[src/rtl/tap_route_pkg.sv]
// Shared TAP state encoding for the pad-ring test-access controller.
// Codes are the ones seen on the observation pads by the downstream IR/DR decode.
package tap_route_pkg;

  localparam int STATE_W = 4;

  typedef enum logic [STATE_W-1:0] {
    TLR = 4'hF,
    RTI = 4'hC,
    SDS = 4'h7,
    CDR = 4'h6,
    SDR = 4'h2,
    E1D = 4'h1,
    PDR = 4'h3,
    E2D = 4'h0,
    UDR = 4'h5,
    SIS = 4'h4,
    CIR = 4'hE,
    SIR = 4'hA,
    E1I = 4'h9,
    PIR = 4'hB,
    E2I = 4'h8,
    UIR = 4'hD
  } tap_state_e;

  localparam tap_state_e TLR_CODE = TLR;

endpackage

[src/rtl/tap_route_next_state.sv]
// Pure combinational TAP next-state function: (state, tms) -> state.
// Unlisted codes cannot occur; if one ever does, it falls back to Test-Logic-Reset.
module tap_next_state
  import tap_route_pkg::*;
(
  input  tap_state_e state,
  input  logic       tms,
  output tap_state_e next
);

  // TAP transition table
  always_comb begin
    next = TLR_CODE;
    case (state)
      TLR: next = tms ? TLR : RTI;
      RTI: next = tms ? SDS : RTI;
      SDS: next = tms ? SIS : CDR;
      CDR: next = tms ? E1D : SDR;
      SDR: next = tms ? E1D : SDR;
      E1D: next = tms ? UDR : PDR;
      PDR: next = tms ? E2D : PDR;
      E2D: next = tms ? UDR : SDR;
      UDR: next = tms ? SDS : RTI;
      SIS: next = tms ? TLR : CIR;
      CIR: next = tms ? E1I : SIR;
      SIR: next = tms ? E1I : SIR;
      E1I: next = tms ? UIR : PIR;
      PIR: next = tms ? E2I : PIR;
      E2I: next = tms ? UIR : SIR;
      UIR: next = tms ? SDS : RTI;
      default: next = TLR_CODE;
    endcase
  end

endmodule

[src/rtl/tap_route.sv]
// IEEE 1149.1 TAP controller at the pad ring; exports its state code on four pads.
// Pads are driven straight from the state register, so TMS never reaches them combinationally.
module tap_route
  import tap_route_pkg::*;
(
  input  logic GCLK_Pad,
  input  logic TRST_Pad,
  input  logic TMS_Pad,
  output logic state_obs0_Pad,
  output logic state_obs1_Pad,
  output logic state_obs2_Pad,
  output logic state_obs3_Pad
);

  tap_state_e state_r;
  tap_state_e next_s;

  tap_next_state u_next (
    .state (state_r),
    .tms   (TMS_Pad),
    .next  (next_s)
  );

  // State register; TRST forces TLR immediately and wins over a coincident edge
  always_ff @(posedge GCLK_Pad or posedge TRST_Pad) begin
    if (TRST_Pad) begin
      state_r <= TLR_CODE;
    end else begin
      state_r <= next_s;
    end
  end

  assign state_obs0_Pad = state_r[0];
  assign state_obs1_Pad = state_r[1];
  assign state_obs2_Pad = state_r[2];
  assign state_obs3_Pad = state_r[3];

endmodule

[config.mk]
export PLATFORM = sky130hd
export DESIGN_NAME = tap_route
export DESIGN_NICKNAME = d
export VERILOG_FILES = /design/src/rtl/tap_route_pkg.sv /design/src/rtl/tap_route_next_state.sv /design/src/rtl/tap_route.sv
export SDC_FILE = /design/constraint.sdc
export NUM_CORES = 1
export LEC_CHECK = 0
export CORE_AREA = 2 2 39 41
export CTS_BUF_LIST = sky130_fd_sc_hd__clkbuf_16
export CTS_CLUSTER_DIAMETER = 150
export DETAILED_ROUTE_END_ITERATION = 7
export DIE_AREA = 0 0 41 43
export GPL_ROUTABILITY_DRIVEN = 0
export SYNTH_ARGS = -nofsm -noshare
export SYNTH_HDL_FRONTEND = slang
export SYNTH_SLANG_ARGS = --single-unit
[constraint.sdc]
create_clock -name GCLK_Pad -period 3.4 [get_ports GCLK_Pad]
set_input_delay 0.34 -clock GCLK_Pad [delete_from_list [all_inputs] [get_ports GCLK_Pad]]
set_output_delay 0.34 -clock GCLK_Pad [all_outputs]
set_load 0.05 [all_outputs]
==> metrics <==
synthesis-to-layout area growth=73.4%; top routing layer in use=met4; Resized Gates After CTS=0; number of flip-flops under the largest register name=4; Max Root-Sink Buffers=2; top area cells in the synthesized netlist=sky130_fd_sc_hd__dfstp_2 (50%), sky130_fd_sc_hd__nand2_1 (7.1%), sky130_fd_sc_hd__nand2b_1 (5.9%); Worst path depth=1; maxcap violations=0; Syn Inst Count=22; number of buffers and inverters on the critical path=1; CTS Sinks=4; final routed wire length divided by cell count=around 9.8 um; Antenna diodes=0; clock transition at the registers of the reported paths=30 ps; total detailed-routing wirelength=459 um; ports placed on the boundary=7; fraction of synthesis flops using an asynchronous set or reset pin=100%; Critical path destination=state_obs1_Pad; sum of met2 wire segment lengths after detailed routing=163 um; die height=43 um; peak fanout along the critical path=8; Clk Tree Root Cell=sky130_fd_sc_hd__clkbuf_16; maximum number of pins on one net before global-route repair=9; final core utilization=26.5%; grt ovf=0; wire length of the first global-routing pass=690 um; DRT Pass-1 Iters=4; Avg Synthesized Cell Area=9.61 um^2; Hold Path Class=in2async; Critical Path RT=3060 ps; clock buffer count from CTS=3; clock network latency to the later pin of the worst-skew pair=roughly 220 ps; antenna violations before repair=0; CP peak stage delay=approximately 810 ps; startpoint of the worst setup timing path=state_r[1]; total negative setup slack=0 ps; most frequent cells after synthesis=sky130_fd_sc_hd__dfstp_2 (4), sky130_fd_sc_hd__nand2_1 (4), sky130_fd_sc_hd__a21oi_1 (2), sky130_fd_sc_hd__nand2b_1 (2), sky130_fd_sc_hd__o21ai_0 (2); setup slack, reg-to-reg=2130 ps; number of different library cells in the post-synthesis netlist=13; maximum level of the CTS H-tree=1; final setup slack of the worst path=1440 ps; Worst Setup Path Type=reg2out; clock tree from TritonCTS=done; setup repair after global routing missed its margin=no; Met1 Routed Length=~230 um; # nets final=36; post-CTS setup repair buffer count=0; r2r startpoint=state_r[2]; met3 layer wire length in the routed design=41 um; hold violation count in the final report=0; register with the most flip-flops=state_r; dpl ws=~1700 ps; Synthesis Warnings=0; number of synthesized register bits=4; number of I/O port buffers=6; combined area of the multi-input logic cells=between 100 and 150 um^2; slew of the pin with the lowest slew margin=a little under 500 ps; Top Family by Delay on Critical Path=buffers and inverters; biggest area consumer among synthesized cells=sky130_fd_sc_hd__dfstp_2; number of nets in the synthesized netlist=25; number of global-route vias before repair=172; fraction of the yosys area taken by sequential cells=between 40 and 50%; Iter 0 DRT Violations=2; Slowest cell on crit path=sky130_fd_sc_hd__clkdlybuf4s50_1; arrival time worst endpoint=1620 ps; r2r worst-path depth=3; top flop regs=state_r x4; # fillers=between 150 and 200; count of standard-cell rows=14; type of destination of the critical path=output pin; status=finished clean; shortest period the worst path allows=1960 ps; DIE AREA=0.00176 mm^2; Max-slew headroom=67.1%; worst-path cell chain=clkdlybuf4s50_1; share of the synthesized area in the top cell type=49.7%; worst clock skew on the final layout=0.470 ps; via density per instance=slightly above 4; global-route usage over all layers=under 10%; drc violations=0; RR Endpoint=state_r[1]; via total after detailed routing=191; combined flip-flop and latch cell area=between 100 and 150 um^2; flip-flop cell with the highest count after synthesis=sky130_fd_sc_hd__dfstp_2; highest clock rate=approximately 0.51 GHz; number of buffers inserted by hold repair at cts=0; Final ANT Viol Nets=0; period utilization=between 50% and 60%; synthesized cell area=roughly 210 um^2; share of final-layout standard cells stronger than drive strength 1=29.0%; die boundary width=41 um; final-report setup violation count=0; initial cell density of the core=between 15 and 20%; number of synthesized flops with an enable pin=0; kind of start point of the critical path=register; core region area=between 0.001 and 0.0015 mm^2; Max Slew Vio Count=0
routing by layer:
metal,vias up,track usage (%)
li1,95,-
met1,85,6.51
met2,9,6.88
met3,2,7.85
met4,0,12.0
met5,-,0
cell type report:
| cell class | count | share of cell area, % |
|---|---|---|
| sequential | 4 | 28.7 |
| multi-input combinational | 17 | 28.0 |
| clock buffer | 3 | 20.5 |
| timing repair buffer | 6 | 16.4 |
| tap | 16 | 5.46 |
| inverter | 1 | 1.02 |
cells by family after synthesis:
logic type / share of synthesized area (%)
and+or+nand+nor: 24.3
DFF: 49.7
muxes: 5.33
buffers and inverters: 1.77
AOI/OAI and AO/OA: 18.9
layout by cell type (no fill, tap or decap):
master                            Yosys  routed
sky130_fd_sc_hd__nor2_1               1       1
sky130_fd_sc_hd__a311o_2              1       1
sky130_fd_sc_hd__nand2b_1             2       2
sky130_fd_sc_hd__dfstp_2              4       4
sky130_fd_sc_hd__clkdlybuf4s50_1      0       6
sky130_fd_sc_hd__a21oi_1              2       2
sky130_fd_sc_hd__nand3_1              1       1
sky130_fd_sc_hd__inv_1                1       1
sky130_fd_sc_hd__nor2b_1              1       1
sky130_fd_sc_hd__or3b_1               1       1
sky130_fd_sc_hd__o21ai_0              2       2
sky130_fd_sc_hd__nand2_1              4       4
sky130_fd_sc_hd__clkbuf_16            0       3
sky130_fd_sc_hd__a22o_1               1       1
sky130_fd_sc_hd__mux2_2               1       1
through the flow:
step,instances,instance area (um^2),hold WS [ps]
after floorplan,22,211,295
after global routing,47,367,518
final,47,367,496
after detailed placement,44,292,538
after CTS,47,367,504
after global placement,44,292,530
worst min path at each step:
stage	from	end	slack [ps]	cells past startpoint
2_1_floorplan	TRST_Pad	state_r[0]	300	1
3_3_place_gp	state_r[0]	state_r[2]	530	2
3_5_place_dp	state_r[0]	state_r[2]	540	2
4_1_cts	TRST_Pad	state_r[2]	500	2
5_1_grt	TRST_Pad	state_r[2]	520	2
6_report	TRST_Pad	state_r[2]	500	2
Power is left out: the tool's default activity adds up to more than one toggle a clock period on the data nets, which glitch-free logic cannot reach.
==> RTL change (same settings) <==
Register the outputs `state_obs0_Pad`, `state_obs1_Pad`, `state_obs2_Pad` and `state_obs3_Pad`, with the module's reset; this adds one clock of latency there.
--- a/src/rtl/tap_route.sv
+++ b/src/rtl/tap_route.sv
@@ -30,10 +30,19 @@
     end
   end
 
-  assign state_obs0_Pad = state_r[0];
-  assign state_obs1_Pad = state_r[1];
-  assign state_obs2_Pad = state_r[2];
-  assign state_obs3_Pad = state_r[3];
+  always_ff @(posedge GCLK_Pad or posedge TRST_Pad) begin
+    if (TRST_Pad) begin
+      state_obs0_Pad <= '0;
+      state_obs1_Pad <= '0;
+      state_obs2_Pad <= '0;
+      state_obs3_Pad <= '0;
+    end else begin
+      state_obs0_Pad <= state_r[0];
+      state_obs1_Pad <= state_r[1];
+      state_obs2_Pad <= state_r[2];
+      state_obs3_Pad <= state_r[3];
+    end
+  end
 
 endmodule
 
Behaviour: not the same (a bounded check fails within 4 cycles, from zero or initial values and one cycle with TRST_Pad high).
==> RTL change against the unedited design <==
Cell area increased by 28%. Wire length increased by 5.7%. Maximum frequency increased by 17%. Critical path type unchanged. Sequential cell count grew 4. Cell count increased by 11%. Setup slack improved by 0.29 ns. Synthesized area up 47%. Critical path depth unchanged.
==> RTL change: results (changes against the unedited design) <==
status finished, final reports clean (unchanged); sequential cells 8 (was 4); crit-path max FO 1 (was 8); VDD IR-drop max 0.645 mV; DR vias/cell 4.21 (was 4.06); Routed wire per std cell 9.33 um (was 9.77 um); Max Clk Rate 599 MHz (was 511 MHz); Port Buffers 6 (unchanged); hold crit path type in -> async (unchanged); buffering overhead 12.8% (was 16.4%); Layout clock area frac 16.8% (was 20.5%); Compound-Gate Fraction of Synth Area 12.9% (was 18.9%); CP max stage delay 0.79 ns (was 0.81 ns); Max-slew headroom 67.3% (was 67.1%); Syn Nets 29 (was 25); Critical Path Source state_obs3_Pad (was state_r[1]); top post-synthesis cells by count dfrtp_1, dfstp_2, nand2_1 (was dfstp_2, nand2_1, a21oi_1, nand2b_1, o21ai_0); synth top area cells dfstp_2, dfrtp_1, nand2_1, nand2b_1, a311o_2 (was dfstp_2, nand2_1, nand2b_1, a311o_2, mux2_2); sequential area share after synthesis 65.9% (was 49.7%); share of cells above drive strength 1 25.0% (was 29.0%); crit path to state_obs3_Pad (was state_obs1_Pad); Cell variety after synth 14 (was 13); Layout Skew 0.00129 ns (was 0.000470 ns); multiplexer area fraction after synthesis 3.61% (was 5.33%); number of fill cells in the layout 146 (was 156); Arr. time, crit path 1.33 ns (was 1.62 ns); fin nets 40 (was 36); fraction of area in registers 43.6% (was 28.7%); GRT Total Usage 8.22% (was 7.56%); vias in the first global route 188 (was 172); first-pass GRT wire length 821 um (was 690 um)
[RTL change: metal layers]
| metal | up-vias | GRT usage, % | part of all wire [%] |
|---|---|---|---|
| met5 | - | 0 | 0 |
| met4 | 0 | 6.00 | 2.7 |
| met3 | 2 | 9.42 | 14 |
| met2 | 9 | 8.13 | 36 |
| met1 | 98 | 9.30 | 47 |
| li1 | 110 | - | - |
[RTL change: through the flow]
| stage | util, % | instances | instance area, um^2 | hold slack (ns) |
|---|---|---|---|---|
| after floorplan | - | 26 | 312 | 0.153 |
| after global placement | 28.3 | 48 | 392 | 0.433 |
| after detailed placement | 28.3 | 48 | 392 | 0.430 |
| after CTS | 34.0 | 52 | 470 | 0.364 |
| after global routing | 34.0 | 52 | 470 | 0.385 |
| final | 34.0 | 52 | 470 | 0.358 |
[RTL change: report_power, final]
group,total [mW],switching [mW],internal (mW)
sequential,0.202,0.0431,0.159
clock,0.199,0.0458,0.153
combinational,0.191,0.113,0.0782
total,0.592,0.202,0.390
